### src/rtl/mips_defs.sv
// Shared MIPS decode constants: opcodes, functs, mult/div op codes and Tuse/Tnew values.
// Also the per-instruction decode record produced by instr_classify.
package mips_defs;

    localparam logic [5:0] OP_RTYPE = 6'h00;
    localparam logic [5:0] OP_J     = 6'h02;
    localparam logic [5:0] OP_JAL   = 6'h03;
    localparam logic [5:0] OP_BEQ   = 6'h04;
    localparam logic [5:0] OP_ORI   = 6'h0d;
    localparam logic [5:0] OP_LUI   = 6'h0f;
    localparam logic [5:0] OP_LW    = 6'h23;
    localparam logic [5:0] OP_SW    = 6'h2b;

    localparam logic [5:0] FN_JR    = 6'h08;
    localparam logic [5:0] FN_MFHI  = 6'h10;
    localparam logic [5:0] FN_MTHI  = 6'h11;
    localparam logic [5:0] FN_MFLO  = 6'h12;
    localparam logic [5:0] FN_MTLO  = 6'h13;
    localparam logic [5:0] FN_MULT  = 6'h18;
    localparam logic [5:0] FN_MULTU = 6'h19;
    localparam logic [5:0] FN_DIV   = 6'h1a;
    localparam logic [5:0] FN_DIVU  = 6'h1b;
    localparam logic [5:0] FN_ADDU  = 6'h21;
    localparam logic [5:0] FN_SUBU  = 6'h23;

    typedef enum logic [1:0] {
        MD_MULT  = 2'b00,
        MD_MULTU = 2'b01,
        MD_DIV   = 2'b10,
        MD_DIVU  = 2'b11
    } md_op_e;

    localparam logic [1:0] TUSE_BRANCH = 2'd0;
    localparam logic [1:0] TUSE_ALU    = 2'd1;
    localparam logic [1:0] TUSE_STORE  = 2'd2;

    localparam logic [1:0] TNEW_E_JAL  = 2'd0;
    localparam logic [1:0] TNEW_E_ALU  = 2'd1;
    localparam logic [1:0] TNEW_E_LW   = 2'd2;

    // dest == 0 means "writes nothing"; use_* clear means the field is not a source.
    typedef struct packed {
        logic [4:0] rs;
        logic [4:0] rt;
        logic [4:0] dest;
        logic       use_rs;
        logic       use_rt;
        logic [1:0] tuse_rs;
        logic [1:0] tuse_rt;
        logic [1:0] tnew_e;
        logic       is_md;
        logic       is_md_start;
        md_op_e     md_op;
    } ir_info_t;

endpackage

### src/rtl/instr_classify.sv
// Decodes one instruction word into sources, destination and hazard timing.
// Unknown encodings (including the all-zero nop) decode to no sources and no destination.
module instr_classify
    import mips_defs::*;
(
    input  logic [31:0] ir_i,
    output ir_info_t    info_o
);

    logic [5:0] op;
    logic [5:0] fn;
    logic [4:0] rd;
    logic       unused_shamt;

    assign op           = ir_i[31:26];
    assign fn           = ir_i[5:0];
    assign rd           = ir_i[15:11];
    assign unused_shamt = ^ir_i[10:6];

    always_comb begin
        info_o    = '0;
        info_o.rs = ir_i[25:21];
        info_o.rt = ir_i[20:16];
        case (op)
            OP_RTYPE: begin
                case (fn)
                    FN_ADDU, FN_SUBU: begin
                        info_o.dest    = rd;
                        info_o.use_rs  = 1'b1;
                        info_o.use_rt  = 1'b1;
                        info_o.tuse_rs = TUSE_ALU;
                        info_o.tuse_rt = TUSE_ALU;
                        info_o.tnew_e  = TNEW_E_ALU;
                    end
                    FN_JR: begin
                        info_o.use_rs  = 1'b1;
                        info_o.tuse_rs = TUSE_BRANCH;
                    end
                    FN_MULT, FN_MULTU, FN_DIV, FN_DIVU: begin
                        info_o.use_rs      = 1'b1;
                        info_o.use_rt      = 1'b1;
                        info_o.tuse_rs     = TUSE_ALU;
                        info_o.tuse_rt     = TUSE_ALU;
                        info_o.is_md       = 1'b1;
                        info_o.is_md_start = 1'b1;
                        info_o.md_op       = (fn == FN_MULT)  ? MD_MULT  :
                                             (fn == FN_MULTU) ? MD_MULTU :
                                             (fn == FN_DIV)   ? MD_DIV   : MD_DIVU;
                    end
                    FN_MFHI, FN_MFLO: begin
                        info_o.dest   = rd;
                        info_o.tnew_e = TNEW_E_ALU;
                        info_o.is_md  = 1'b1;
                    end
                    FN_MTHI, FN_MTLO: begin
                        info_o.use_rs  = 1'b1;
                        info_o.tuse_rs = TUSE_ALU;
                        info_o.is_md   = 1'b1;
                    end
                    default: ;
                endcase
            end
            OP_ORI: begin
                info_o.dest    = info_o.rt;
                info_o.use_rs  = 1'b1;
                info_o.tuse_rs = TUSE_ALU;
                info_o.tnew_e  = TNEW_E_ALU;
            end
            OP_LUI: begin
                info_o.dest   = info_o.rt;
                info_o.tnew_e = TNEW_E_ALU;
            end
            OP_LW: begin
                info_o.dest    = info_o.rt;
                info_o.use_rs  = 1'b1;
                info_o.tuse_rs = TUSE_ALU;
                info_o.tnew_e  = TNEW_E_LW;
            end
            OP_SW: begin
                info_o.use_rs  = 1'b1;
                info_o.use_rt  = 1'b1;
                info_o.tuse_rs = TUSE_ALU;
                info_o.tuse_rt = TUSE_STORE;
            end
            OP_BEQ: begin
                info_o.use_rs  = 1'b1;
                info_o.use_rt  = 1'b1;
                info_o.tuse_rs = TUSE_BRANCH;
                info_o.tuse_rt = TUSE_BRANCH;
            end
            OP_JAL: begin
                info_o.dest   = 5'd31;
                info_o.tnew_e = TNEW_E_JAL;
            end
            OP_J: ;
            default: ;
        endcase
    end

endmodule

### src/rtl/hazard_md_ctrl.sv
// Pipeline stall/bubble controller with Tuse/Tnew hazard detection,
// plus start strobe and busy-window counter for the E-stage mult/div unit.
module hazard_md_ctrl
    import mips_defs::*;
#(
    parameter int MULT_CYCLES = 5,
    parameter int DIV_CYCLES  = 10,
    parameter int CNT_W       = 4
) (
    input  logic        clk,
    input  logic        reset,
    input  logic [31:0] IR_D,
    input  logic [31:0] IR_E,
    input  logic [31:0] IR_M,
    output logic        stall,
    output logic        DE_clr,
    output logic        md_start,
    output logic [1:0]  md_op,
    output logic        md_busy
);

    ir_info_t         info_d, info_e, info_m;
    logic [1:0]       tnew_m;
    logic             stall_rs, stall_rt, stall_data, stall_md;
    logic [CNT_W-1:0] cnt_q, cnt_d;
    logic             unused_info;

    instr_classify u_cls_d (.ir_i(IR_D), .info_o(info_d));
    instr_classify u_cls_e (.ir_i(IR_E), .info_o(info_e));
    instr_classify u_cls_m (.ir_i(IR_M), .info_o(info_m));

    assign unused_info = ^{info_d, info_e, info_m};

    // One pipeline stage later every producer is one cycle closer to its result.
    assign tnew_m = (info_m.tnew_e != 2'd0) ? info_m.tnew_e - 2'd1 : 2'd0;

    assign stall_rs = info_d.use_rs && (info_d.rs != 5'd0) &&
                      (((info_d.rs == info_e.dest) && (info_d.tuse_rs < info_e.tnew_e)) ||
                       ((info_d.rs == info_m.dest) && (info_d.tuse_rs < tnew_m)));
    assign stall_rt = info_d.use_rt && (info_d.rt != 5'd0) &&
                      (((info_d.rt == info_e.dest) && (info_d.tuse_rt < info_e.tnew_e)) ||
                       ((info_d.rt == info_m.dest) && (info_d.tuse_rt < tnew_m)));

    assign stall_data = stall_rs | stall_rt;
    assign md_start   = ~reset & info_e.is_md_start;
    assign md_op      = info_e.md_op;
    assign md_busy    = (cnt_q != '0);
    assign stall_md   = info_d.is_md & (md_start | md_busy);
    assign stall      = stall_data | stall_md;
    assign DE_clr     = stall;

    always_comb begin
        cnt_d = cnt_q;
        if (md_start) begin
            cnt_d = ((info_e.md_op == MD_MULT) || (info_e.md_op == MD_MULTU)) ?
                    CNT_W'(MULT_CYCLES) : CNT_W'(DIV_CYCLES);
        end else if (cnt_q != '0) begin
            cnt_d = cnt_q - CNT_W'(1);
        end
    end

    always_ff @(posedge clk) begin
        if (reset) begin
            cnt_q <= '0;
        end else begin
            cnt_q <= cnt_d;
        end
    end

`ifndef SYNTHESIS
    // A start during the busy window means the MD stall was bypassed upstream.
    always_ff @(posedge clk) begin
        if (!reset && md_start && md_busy) begin
            $error("hazard_md_ctrl: md_start while mult/div busy, counter reloaded");
        end
    end
`endif

endmodule
### config.mk
export PLATFORM = sky130hd
export DESIGN_NAME = hazard_md_ctrl
export DESIGN_NICKNAME = d
export VERILOG_FILES = /design/src/rtl/mips_defs.sv /design/src/rtl/instr_classify.sv /design/src/rtl/hazard_md_ctrl.sv
export SDC_FILE = /design/constraint.sdc
export NUM_CORES = 1
export LEC_CHECK = 0
export ABC_AREA = 1
export BUFFER_PORTS_ARGS = -buffer_cell sky130_fd_sc_hd__buf_2
export CORE_MARGIN = 3
export CORE_UTILIZATION = 43
export CTS_BUF_LIST = sky130_fd_sc_hd__clkbuf_4
export CTS_CLUSTER_DIAMETER = 50
export DETAILED_ROUTE_END_ITERATION = 10
export MAX_ROUTING_LAYER = met4
export PLACE_DENSITY = 0.86
export SLEW_MARGIN = 0
export SYNTH_ARGS = -nofsm -noshare
export SYNTH_HDL_FRONTEND = slang
export SYNTH_SLANG_ARGS = --single-unit
### constraint.sdc
create_clock -name clk -period 4 [get_ports clk]
set_clock_uncertainty 0.2 [all_clocks]
set_input_delay 0.6 -clock clk [delete_from_list [all_inputs] [get_ports clk]]
set_output_delay 0.6 -clock clk [all_outputs]
set_load 0.03 [all_outputs]
==> flow_metrics.py <==
metrics = {
    "timing": {
        "fin_crit_ns": 2.92,
        "tns_ns": 0,
        "slew_violations": 0,
        "max_clock_freq_mhz": 342,
        "finalHoldViolations": 0,
        "setup_violations": 0,
        "rsz0062_at_grt": "no",
        "finalCritPeriodShare": 0.730,
        "setup_slack_ns": 1.08,
    },
    "power_and_ir_drop": {
        "seq_power_share": 0.201,
        "max-vdd-ir-drop_uv": 165,
        "power_frac_clock": 0.133,
        "leakage_uw": 0.00108,
        "p_int_uw": 199,
        "power_density_nw_per_um2": 210,
        "p_switching_uw": 168,
        "p_comb_frac": 0.666,
        "p_sw_frac": 0.458,
    },
    "synth": {
        "synth_seq_cells": 4,
        "avgSynthCellArea_um2": 5.06,
        "syn_inst": 263,
        "synth_top_area_frac": 0.223,
        "synth_cell_types": 31,
        "yosys.area.top_type": "nand2_1",
        "netlist_top_cells_area": "nand2_1, nand3_1, inv_1, nor2_1, dfxtp_1",
        "synth_area_um2": 1330,
        "ys_seq_area_frac": 0.0602,
        "syn-num-nets": 365,
        "ys_warn_count": 0,
    },
    "floorplan": {
        "start_util": 0.467,
        "die_x_um": 61.6,
        "fp.dieArea_um2": 3800,
        "ios": 104,
        "num_rows": 19,
        "die_h_um": 61.6,
        "coreArea_um2": 2850,
    },
    "finish": {
        "synthToLayoutAreaGrowth_pct": 31.1,
        "final_cells": 368,
        "largest_register": "cnt_q",
        "final_layout_size_suffix_gt1_frac": 0.282,
        "largest_reg_flops": 4,
        "reg_top3": "cnt_q: 4 flops",
        "fin_nets": 441,
        "final_common_cell": "nand2_1",
        "mostFrequentLayoutCells": "nand2_1, buf_2, nand3_1",
        "antennaDiodeCount": 0,
    },
    "clock_network": {
        "cts_setup_buffers": 0,
        "cts_max_path_buffers": 2,
        "cts-resized-gates": 0,
        "h-tree-depth": 1,
        "ctsRootBufferMaster": "clkbuf_4",
        "clk_pin_slew_ns": 0.03,
        "cts_tree": "built",
        "cts_buffers": 3,
        "clk_latency_ns": 0.23,
        "numClockSinks": 4,
        "ctsHoldBuffers": 0,
    },
    "run": {
        "maxCapViolCount": 0,
    },
    "worst_setup_path": {
        "reg2reg_to": "cnt_q[1]",
        "worst-setup-path-type": "input pin to primary output",
        "cp_slowest_stage_delay_ns": 0.27,
        "critPathCaptureType": "primary output",
        "regToRegSetupSlack_ns": 2.60,
        "ff2ff_path_depth": 5,
        "timing.rr.start": "cnt_q[0]",
        "critPathArrivalTime_ns": 2.12,
        "required_ns": 3.20,
        "worstPathCellList": "buf_2 -> inv_1 -> nor2_1 -> nand4_1 -> nor2_1 -> ha_1 -> nand2_1 -> nand3b_1 -> nor2_1 -> nand3_1 -> nand2_1 -> nand2_1 -> nand3_2 -> buf_2",
        "slowest_stage": "ha_1",
        "cp_max_fo": 3,
        "cp-start-kind": "input pin",
    },
    "detailed_routing": {
        "drc": 0,
        "via_count": 1817,
        "vias_per_cell": 4.94,
        "drt-wirelength-per-cell_um": 9.85,
        "drt_iter0_markers": 89,
        "drt_wl_total_um": 3630,
        "firstDrtPassIters": 4,
        "drtAntennaViolNets": 0,
    },
    "run_status": {
        "status": "complete, no violations",
    },
    "place": {
        "placed_cells": 365,
        "place_hpwl_um": 3270,
        "place_congestion": 0.904,
        "dp_slack_ns": 1.07,
        "port_buffers": 72,
    },
    "global_routing": {
        "overflow": 0,
        "grt_usage": 0.186,
        "antenna_found_initial": 0,
        "grt_start_max_net_pins": 7,
        "grt_pass1_wl_um": 5490,
        "first_global_vias": 1471,
    },
    "hold_path": {
        "hold_depth": 2,
        "hold_end": "cnt_q[1]",
        "worstHoldStart": "cnt_q[1]",
        "min_path_type": "flop to flop",
    },
}
## power by group through the flow
stage          Clock [uW]  Sequential [uW]  Combinational, uW
2_1_floorplan           0             70.7                171
3_3_place_gp            0             73.2                239
3_5_place_dp            0             74.4                247
4_1_cts              50.9             73.9                247
5_1_grt              55.4             74.6                284
6_report             48.6             73.7                244
## per-stage QoR
step | hold slack [ns] | util | total power [uW] | area [um^2]
6_report | 0.335 | 0.612 | 367 | 1750
3_3_place_gp | 0.306 | 0.604 | 313 | 1720
4_1_cts | 0.326 | 0.612 | 372 | 1750
2_1_floorplan | 0.275 | - | 241 | 1330
3_5_place_dp | 0.320 | 0.604 | 321 | 1720
5_1_grt | 0.358 | 0.612 | 414 | 1750
## worst max-delay path by stage
stage | startpoint | endpoint | slack, ns | cells after the start
global route | IR_D[26] | stall | 0.86 | 14
global placement | IR_D[26] | DE_clr | 1.10 | 14
detailed placement | IR_D[26] | stall | 1.07 | 14
CTS | IR_D[26] | stall | 1.07 | 14
finish | IR_D[26] | stall | 1.08 | 14
floorplan | IR_M[3] | stall | 1.23 | 12
## worst max-delay path, delay by kind of cell
| family | cells | cell delay, ns |
|---|---|---|
| and+or+nand+nor | 10 | 0.91 |
| adders and majority gates | 1 | 0.27 |
| buffers and inverters | 3 | 0.33 |
## synthesized netlist by cell type
cell type,n
nor3b_1,1
xor2_1,1
nor4_1,2
nand3b_1,3
conb_1,1
or2_2,1
dfxtp_1,4
nor2_4,3
or2_1,1
o21a_1,1
nor3_1,6
nand3_1,42
nor2_2,4
inv_2,1
a211oi_1,1
a21oi_2,1
ha_1,4
a21oi_1,10
nand3_4,1
nand3_2,4
o2111ai_1,1
o21ai_0,2
xnor2_1,2
buf_4,1
inv_1,39
nor2_1,37
nand4_1,4
a21oi_4,1
nand2_2,4
nand2_1,79
o31ai_1,1
## metal layers
metal / up-vias / track usage / wire [um]
met2: 63 / 0.324 / 1640
met5: - / - / 0
li1: 992 / - / -
met3: 0 / 0.0210 / 293
met1: 762 / 0.244 / 1690
met4: 0 / 0 / 0
## kinds of logic after synthesis
group                    share of synthesized area
AO/OA/AOI/OAI                               0.0874
XOR/XNOR                                    0.0197
adder cells (fa/ha/maj)                     0.0376
buffers and inverters                        0.118
flip-flops                                  0.0602
other                                      0.00282
AND/OR/NAND/NOR                              0.674
## cell type report
cell class,count,area (um^2)
Fill cell,288,1110
Sequential cell,4,80.1
Timing Repair Buffer,72,360
Multi-Input combinational cell,218,1090
Inverter,40,150
Clock buffer,3,22.5
Tap cell,31,38.8
Power figures use the tool's default switching activity.
